File: config.mk
export PLATFORM = sky130hd
export DESIGN_NAME = life_key_debounce_flat
export DESIGN_NICKNAME = d
export VERILOG_FILES = /design/src/rtl/life_pkg.sv /design/src/rtl/life_key_debounce_if.sv /design/src/rtl/life_key_filter.sv /design/src/rtl/life_key_debounce.sv /design/src/flat_wrapper.sv
export SDC_FILE = /design/constraint.sdc
export NUM_CORES = 1
export LEC_CHECK = 0
export ABC_AREA = 1
export BUFFER_PORTS_ARGS = -buffer_cell sky130_fd_sc_hd__buf_2
export CORE_MARGIN = 3
export CORE_UTILIZATION = 45
export DETAILED_ROUTE_END_ITERATION = 8
export GPL_TIMING_DRIVEN = 0
export SETUP_SLACK_MARGIN = 0.1
export SLEW_MARGIN = 20
export SYNTH_ARGS = -nofsm -noshare
export SYNTH_HDL_FRONTEND = slang
export SYNTH_SLANG_ARGS = --single-unit
File: constraint.sdc
create_clock -name clk -period 2.2 [get_ports clk]
set_clock_uncertainty 0.05 [all_clocks]
set_input_delay 0 -clock clk [delete_from_list [all_inputs] [get_ports clk]]
set_output_delay 0 -clock clk [all_outputs]
set_load 0.02 [all_outputs]
File: src/rtl/life_pkg.sv
// Shared key indices, per-key FSM state encoding and counter width default.
// The REPEAT state exists only when LIFE_KEY_AUTOREPEAT_EN is defined.
package life_pkg;

  localparam int unsigned KEY_DOWN      = 0;
  localparam int unsigned KEY_UP        = 1;
  localparam int unsigned KEY_LEFT      = 2;
  localparam int unsigned KEY_RIGHT     = 3;
  localparam int unsigned NUM_KEYS      = 4;
  localparam int unsigned CNT_W_DEFAULT = 20;

`ifdef LIFE_KEY_AUTOREPEAT_EN
  typedef enum logic [2:0] {
    StIdle,
    StPressWait,
    StHeld,
    StReleaseWait,
    StRepeat
  } key_state_e;
`else
  typedef enum logic [1:0] {
    StIdle,
    StPressWait,
    StHeld,
    StReleaseWait
  } key_state_e;
`endif

endpackage

File: src/rtl/life_key_debounce_if.sv
// Raw button inputs and debounced key levels for the cursor stage.
// master drives the buttons (board side), slave is the debouncer.
interface life_key_debounce_if;

  logic [3:0] btn_raw;
  logic       key_down;
  logic       key_up;
  logic       key_left;
  logic       key_right;

  modport master (
    output btn_raw,
    input  key_down,
    input  key_up,
    input  key_left,
    input  key_right
  );

  modport slave (
    input  btn_raw,
    output key_down,
    output key_up,
    output key_left,
    output key_right
  );

endinterface

File: src/rtl/life_key_filter.sv
// One key: 2-flop synchronizer, debounce FSM and counter, registered level output.
// LIFE_KEY_AUTOREPEAT_EN adds a HELD timer that drops the output for one cycle periodically.
module life_key_filter
  import life_pkg::*;
#(
  parameter int unsigned      CNT_W           = CNT_W_DEFAULT,
  parameter logic [CNT_W-1:0] DEBOUNCE_CYCLES = 20'd500000
`ifdef LIFE_KEY_AUTOREPEAT_EN
  ,
  parameter logic [CNT_W-1:0] REPEAT_DELAY    = 20'd1000000,
  parameter logic [CNT_W-1:0] REPEAT_PERIOD   = 20'd250000
`endif
) (
  input  logic clk,
  input  logic rst_n,
  input  logic i_raw,
  output logic o_key
);

  logic [1:0]       r_sync;
  key_state_e       r_state;
  logic [CNT_W-1:0] r_cnt;
  logic             r_key;
  logic             w_synced;
`ifdef LIFE_KEY_AUTOREPEAT_EN
  logic [CNT_W-1:0] r_rcnt;
  logic             r_first;
`endif

  assign w_synced = r_sync[1];
  assign o_key    = r_key;

  // The output is registered from the current state, so it trails the state by one edge.
  always_ff @(posedge clk or negedge rst_n) begin
    if (!rst_n) begin
      r_sync  <= '0;
      r_state <= StIdle;
      r_cnt   <= '0;
      r_key   <= 1'b0;
`ifdef LIFE_KEY_AUTOREPEAT_EN
      r_rcnt  <= '0;
      r_first <= 1'b1;
`endif
    end else begin
      r_sync <= {r_sync[0], i_raw};
      r_key  <= (r_state == StHeld) || (r_state == StReleaseWait);
      case (r_state)
        StIdle: begin
          if (w_synced) begin
            r_state <= StPressWait;
            r_cnt   <= '0;
          end
        end
        StPressWait: begin
          if (!w_synced) begin
            r_state <= StIdle;
            r_cnt   <= '0;
          end else if (r_cnt == DEBOUNCE_CYCLES - 1'b1) begin
            r_state <= StHeld;
            r_cnt   <= '0;
`ifdef LIFE_KEY_AUTOREPEAT_EN
            r_rcnt  <= '0;
            r_first <= 1'b1;
`endif
          end else begin
            r_cnt <= r_cnt + 1'b1;
          end
        end
        StHeld: begin
          if (!w_synced) begin
            r_state <= StReleaseWait;
            r_cnt   <= '0;
`ifdef LIFE_KEY_AUTOREPEAT_EN
          end else if (r_rcnt == (r_first ? REPEAT_DELAY : REPEAT_PERIOD) - 1'b1) begin
            r_state <= StRepeat;
            r_rcnt  <= '0;
          end else begin
            r_rcnt <= r_rcnt + 1'b1;
`endif
          end
        end
        StReleaseWait: begin
          if (w_synced) begin
            // Bounce back to HELD restarts the repeat delay from scratch.
            r_state <= StHeld;
            r_cnt   <= '0;
`ifdef LIFE_KEY_AUTOREPEAT_EN
            r_rcnt  <= '0;
            r_first <= 1'b1;
`endif
          end else if (r_cnt == DEBOUNCE_CYCLES - 1'b1) begin
            r_state <= StIdle;
            r_cnt   <= '0;
          end else begin
            r_cnt <= r_cnt + 1'b1;
          end
        end
`ifdef LIFE_KEY_AUTOREPEAT_EN
        StRepeat: begin
          r_cnt  <= '0;
          r_rcnt <= '0;
          if (!w_synced) begin
            r_state <= StReleaseWait;
          end else begin
            r_state <= StHeld;
            r_first <= 1'b0;
          end
        end
`endif
        default: begin
          r_state <= StIdle;
          r_cnt   <= '0;
        end
      endcase
    end
  end

endmodule

File: src/rtl/life_key_debounce.sv
// Four independent debounced cursor keys (down, up, left, right).
// Define LIFE_KEY_AUTOREPEAT_EN to enable the held-key auto-repeat pulses.
module life_key_debounce
  import life_pkg::*;
#(
  parameter int unsigned      CNT_W           = CNT_W_DEFAULT,
  parameter logic [CNT_W-1:0] DEBOUNCE_CYCLES = 20'd500000
`ifdef LIFE_KEY_AUTOREPEAT_EN
  ,
  parameter logic [CNT_W-1:0] REPEAT_DELAY    = 20'd1000000,
  parameter logic [CNT_W-1:0] REPEAT_PERIOD   = 20'd250000
`endif
) (
  input logic                clk,
  input logic                rst_n,
  life_key_debounce_if.slave key_if
);

  logic [NUM_KEYS-1:0] w_keys;

  for (genvar g = 0; g < NUM_KEYS; g++) begin : g_key
    life_key_filter #(
      .CNT_W          (CNT_W),
      .DEBOUNCE_CYCLES(DEBOUNCE_CYCLES)
`ifdef LIFE_KEY_AUTOREPEAT_EN
      ,
      .REPEAT_DELAY   (REPEAT_DELAY),
      .REPEAT_PERIOD  (REPEAT_PERIOD)
`endif
    ) u_filter (
      .clk  (clk),
      .rst_n(rst_n),
      .i_raw(key_if.btn_raw[g]),
      .o_key(w_keys[g])
    );
  end

  assign key_if.key_down  = w_keys[KEY_DOWN];
  assign key_if.key_up    = w_keys[KEY_UP];
  assign key_if.key_left  = w_keys[KEY_LEFT];
  assign key_if.key_right = w_keys[KEY_RIGHT];

endmodule

File: src/flat_wrapper.sv
// flat-port wrapper written by rule: the top's interface ports become plain ports
module life_key_debounce_flat import life_pkg::*;
#(
  parameter int unsigned      CNT_W           = CNT_W_DEFAULT,
  parameter logic [CNT_W-1:0] DEBOUNCE_CYCLES = 20'd500000

)
  (clk, rst_n, key_if_btn_raw, key_if_key_down, key_if_key_up, key_if_key_left, key_if_key_right);
  life_key_debounce_if key_if_i ();
  input logic clk;
  input logic rst_n;
  input wire logic [$bits(key_if_i.btn_raw)-1:0] key_if_btn_raw;
  output wire logic [$bits(key_if_i.key_down)-1:0] key_if_key_down;
  output wire logic [$bits(key_if_i.key_up)-1:0] key_if_key_up;
  output wire logic [$bits(key_if_i.key_left)-1:0] key_if_key_left;
  output wire logic [$bits(key_if_i.key_right)-1:0] key_if_key_right;
  assign key_if_i.btn_raw = key_if_btn_raw;
  assign key_if_key_down = key_if_i.key_down;
  assign key_if_key_up = key_if_i.key_up;
  assign key_if_key_left = key_if_i.key_left;
  assign key_if_key_right = key_if_i.key_right;
  life_key_debounce #(.CNT_W(CNT_W), .DEBOUNCE_CYCLES(DEBOUNCE_CYCLES)) u_core (.clk(clk), .rst_n(rst_n), .key_if(key_if_i));
endmodule
==> out/qor.tcl <==
set qor(core_area_um2) 12260
set qor(worstMarginPinSlew_ps) 481.6
set qor(fin_total_pwr_mw) 5.225
set qor(syn-num-nets) 770
set qor(power.share.combinational_pct) 25.5
set qor(nets) 796
set qor(synth_xor_area_share_pct) 4.707
set qor(setup_viol) 0
set qor(critical_path_class) {reg2reg}
set qor(min_path_type) {in2async}
set qor(synth_top_family_by_area) {simple AND/OR/NAND/NOR gates}
set qor(worst_path_most_repeated_cell) {sky130_fd_sc_hd__nand2_1}
set qor(rrSetupSlack_ps) 450
set qor(cts_repair_resize_count) 0
set qor(final.min_clock_period_ps) 1750
set qor(max-vdd-ir-drop_mv) 0.6151
set qor(drc_errors) 0
set qor(drt-wirelength-per-cell_um) 12.35
set qor(worstPathCellList) {ha_1 -> nand2_1 -> nor2_4 -> nand3_1 -> nor2_1 -> nand2_1 -> nand2_1 -> nand2_1 -> nand2_1 -> nand2_1}
set qor(critPathBufInv) 0
set qor(drtPass1Iterations) 7
set qor(vias_in_the_first_global_route) 4872
set qor(post_synth_mux_area_share_pct) 0
set qor(period_share_pct) 79.57
set qor(cp-startpoint) {u_core.g_key[0].u_filter.r_cnt[0]}
set qor(regToRegStartpoint) {u_core.g_key[0].u_filter.r_cnt[0]}
set qor(met3RoutedLength_um) 463
set qor(vias) 4801
set qor(post_cts_repair_timing_setup_buffer_count) 0
set qor(outcome) {completed}
set qor(power_switching_share_pct) 34.53
set qor(seqPwrFrac_pct) 42.1
set qor(vias_per_cell) 5.006
set qor(grt_util_all_layers_pct) 18.30
set qor(die_area_um2) 14150
set qor(ant_nets) 0
set qor(cts_buffers) 9
set qor(report.final.slew_viol_count) 0
set qor(combined_area_of_all_synthesized_cells_um2) 5742
set qor(cp_slowest_stage_delay_ps) 390
set qor(dr.first_iter.drc_count) 364
set qor(yosysUniqueCellTypes) 36
set qor(gp_congestion) 0.8860
set qor(num_io_pins) 10
set qor(post_synth_and_or_nand_nor_area_fraction_pct) 33.89
set qor(number_of_cell_instances_on_the_worst_register_to_register_path) 10
set qor(die_width_um) 119.0
set qor(synth_compound_area_share_pct) 9.523
set qor(critPathTopFamily) {simple AND/OR/NAND/NOR gates}
set qor(hold_violations) 0
set qor(power_switching_mw) 1.804
set qor(holdWs_ps) 70.84
set qor(grt_first_pass_wirelength_mm) 21.59
set qor(grt_overflow) 0
set qor(insertion_delay_ps) 350
set qor(yosys.area_share.adder_pct) 0.8716
set qor(power.static_leakage_nw) 2.835
set qor(yosys_warnings) 0
set qor(place_inst) 938
set qor(clkPwrFrac_pct) 32.3
set qor(setup_repair_after_global_routing_missed_its_margin) {no}
set qor(wl_met2_mm) 5.457
set qor(tritoncts) {yes}
set qor(critical_path.reg2reg.endpoint) {u_core.g_key[0].u_filter.r_cnt[16]}
set qor(worstPathRequired_ps) 2400
set qor(antenna_found_initial) 0
set qor(sequential_cell_area_fraction_in_the_yosys_report_pct) 43.58
set qor(dp_hpwl_mm) 8.568
set qor(grt_max_degree) 62
set qor(io_buffers) 9
set qor(fmax_mhz) 571.3
set qor(wl_met1_mm) 5.727
set qor(slew-limit-headroom_pct) 67.89
set qor(internal_power_mw) 3.421
set qor(number_of_synthesized_register_bits) 100
set qor(final_cell_count_no_fill) 959
set qor(synth.avg_cell_area_um2) 7.555
set qor(endpoint_class_of_the_critical_path) {flop}
set qor(highest_routing_layer_actually_used) {met4}
set qor(setup_tns_final_ps) 0
set qor(cts-root-to-sink-buffers) 2
set qor(path_depth) 10
set qor(clock-sinks) 100
set qor(initial_utilization_pct) 46.83
set qor(instance_count_of_the_mapped_netlist) 760
set qor(clockRootBuffer) {sky130_fd_sc_hd__clkbuf_16}
set qor(power_density_over_the_cells_nw_per_um2) 816.6
set qor(clk_transition_reported_paths_ps) 70
set qor(placement_rows) 40
set qor(layout-area-overhead-vs-synth_pct) 11.44
set qor(max_cap_viols) 0
set qor(slowest_cell_on_the_critical_path) {sky130_fd_sc_hd__dfrtp_1}
set qor(clock_tree.htree_level_count) 3
set qor(worst-endpoint-arrival_ps) 1950
set qor(antenna_cells) 0
set qor(timing.critical_path.fanout_max) 5
set qor(setup.worst_path.start_class) {flop}
set qor(layout-drive-gt1-share_pct) 12.64
set qor(dieHeight_um) 119.0
set qor(drt_wl_total_mm) 11.84
-- layout make-up --
type                       count  area, um2
fill                        1196       5863
multi-input combinational    554       2813
sequential                   100       2502
inverter                      92      345.3
clock buffer                  11      252.7
tap                          168      210.2
timing repair buffer          15      128.9
buffer                        14      81.33
clock inverter                 5      65.06
-- state kept, by name (all words and copies together) (netlist names), named ones only --
name                           flops
u_core.g_key.u_filter.r_cnt       80
u_core.g_key.u_filter.r_sync       8
u_core.g_key.u_filter.r_state      4
u_core.g_key.u_filter.o_key        4
-- worst max path at each step --
stage,slack [ps],end
5_1_grt,290,u_core.g_key[0].u_filter.r_cnt[16]
4_1_cts,460,u_core.g_key[0].u_filter.r_cnt[16]
2_1_floorplan,690,u_core.g_key[2].u_filter.r_cnt[17]
6_report,450,u_core.g_key[0].u_filter.r_cnt[16]
3_3_place_gp,-40,u_core.g_key[0].u_filter.o_key
3_5_place_dp,470,u_core.g_key[0].u_filter.r_cnt[16]
-- layer usage --
metal | track usage (%) | vias up
met4 | 6.734 | 0
li1 | - | 2475
met2 | 30.05 | 92
met1 | 23.65 | 2218
met5 | 0 | -
met3 | 4.226 | 16
-- power by group through the flow --
stage                     clock (mW)  combinational [mW]  sequential [mW]
final                           1.69                1.33             2.20
after CTS                       1.74                1.37             2.20
after floorplan                    0               0.928             2.25
after global placement             0                1.34             2.23
after detailed placement           0                1.36             2.24
after global routing            1.81                1.52             2.23
-- placed cells by master, fill, tap and decap left out, types with 2 or more instances in the layout --
master	synthesis	layout
sky130_fd_sc_hd__xnor2_1	5	5
sky130_fd_sc_hd__clkbuf_8	0	2
sky130_fd_sc_hd__dlygate4sd3_1	0	5
sky130_fd_sc_hd__nand3_2	8	8
sky130_fd_sc_hd__nor2_4	8	8
sky130_fd_sc_hd__ha_1	4	4
sky130_fd_sc_hd__o21ai_0	28	28
sky130_fd_sc_hd__o22ai_1	17	17
sky130_fd_sc_hd__inv_6	0	3
sky130_fd_sc_hd__nor3_1	13	13
sky130_fd_sc_hd__nand2_2	5	5
sky130_fd_sc_hd__buf_2	5	13
sky130_fd_sc_hd__inv_2	15	15
sky130_fd_sc_hd__o22ai_2	4	4
sky130_fd_sc_hd__clkbuf_16	0	9
sky130_fd_sc_hd__o21bai_4	2	2
sky130_fd_sc_hd__xor2_1	24	24
sky130_fd_sc_hd__a21oi_1	5	5
sky130_fd_sc_hd__nand2_1	251	251
sky130_fd_sc_hd__buf_4	2	2
sky130_fd_sc_hd__nand3_1	57	57
sky130_fd_sc_hd__nor2_2	10	10
sky130_fd_sc_hd__inv_1	73	73
sky130_fd_sc_hd__o21ai_1	17	17
sky130_fd_sc_hd__o21ai_2	8	8
sky130_fd_sc_hd__clkinv_1	4	4
sky130_fd_sc_hd__nand3b_1	4	4
sky130_fd_sc_hd__nand4_1	12	12
sky130_fd_sc_hd__clkbuf_1	5	5
sky130_fd_sc_hd__buf_6	2	3
sky130_fd_sc_hd__nor2_1	64	64
sky130_fd_sc_hd__dfrtp_1	100	100
-- what timing repair did --
action | 4_1_cts | 5_1_grt
hold endpoints to repair | 104 | 0
endpoints found under the setup margin | 0 | 0
hold buffers | 5 | 0
-- stage by stage --
stage / setup slack [ps] / utilization, % / cell area (um2)
global route: 292.6 / 52.18 / 6399
finish: 449.5 / 52.18 / 6399
detailed placement: 468.9 / 49.18 / 6031
CTS: 456.5 / 52.18 / 6399
global placement: -43.20 / 48.91 / 5997
floorplan: 689.3 / - / 5742
-- Yosys cell counts, drive strengths merged --
cell      n  area [um2]
a21oi     5       25.02
a31oi     1       6.260
buf       9       62.55
clkbuf    5       18.77
clkinv    4       15.01
dfrtp   100        2502
ha        4       50.05
inv      88       330.3
nand2   256       973.4
nand3    66       382.9
nand3b    4       30.03
nand4    12       75.07
nor2     83       412.9
nor3     13       65.06
o21a      1       7.510
o21ai    53       295.3
o21bai    4       56.31
o22ai    21       156.4
or2       1       6.260
xnor2     5       43.79
xor2     25       226.5
-- cell families (layout without fill, tap and decap cells) --
| logic type | Yosys count | count (layout) |
|---|---|---|
| AND/OR/NAND/NOR | 435 | 435 |
| XOR/XNOR | 30 | 30 |
| flip-flops | 100 | 100 |
| AO/OA/AOI/OAI | 85 | 85 |
| buffers and inverters | 106 | 137 |
| adder cells (fa/ha/maj) | 4 | 4 |
No activity file was read; power rests on OpenSTA's default activity.
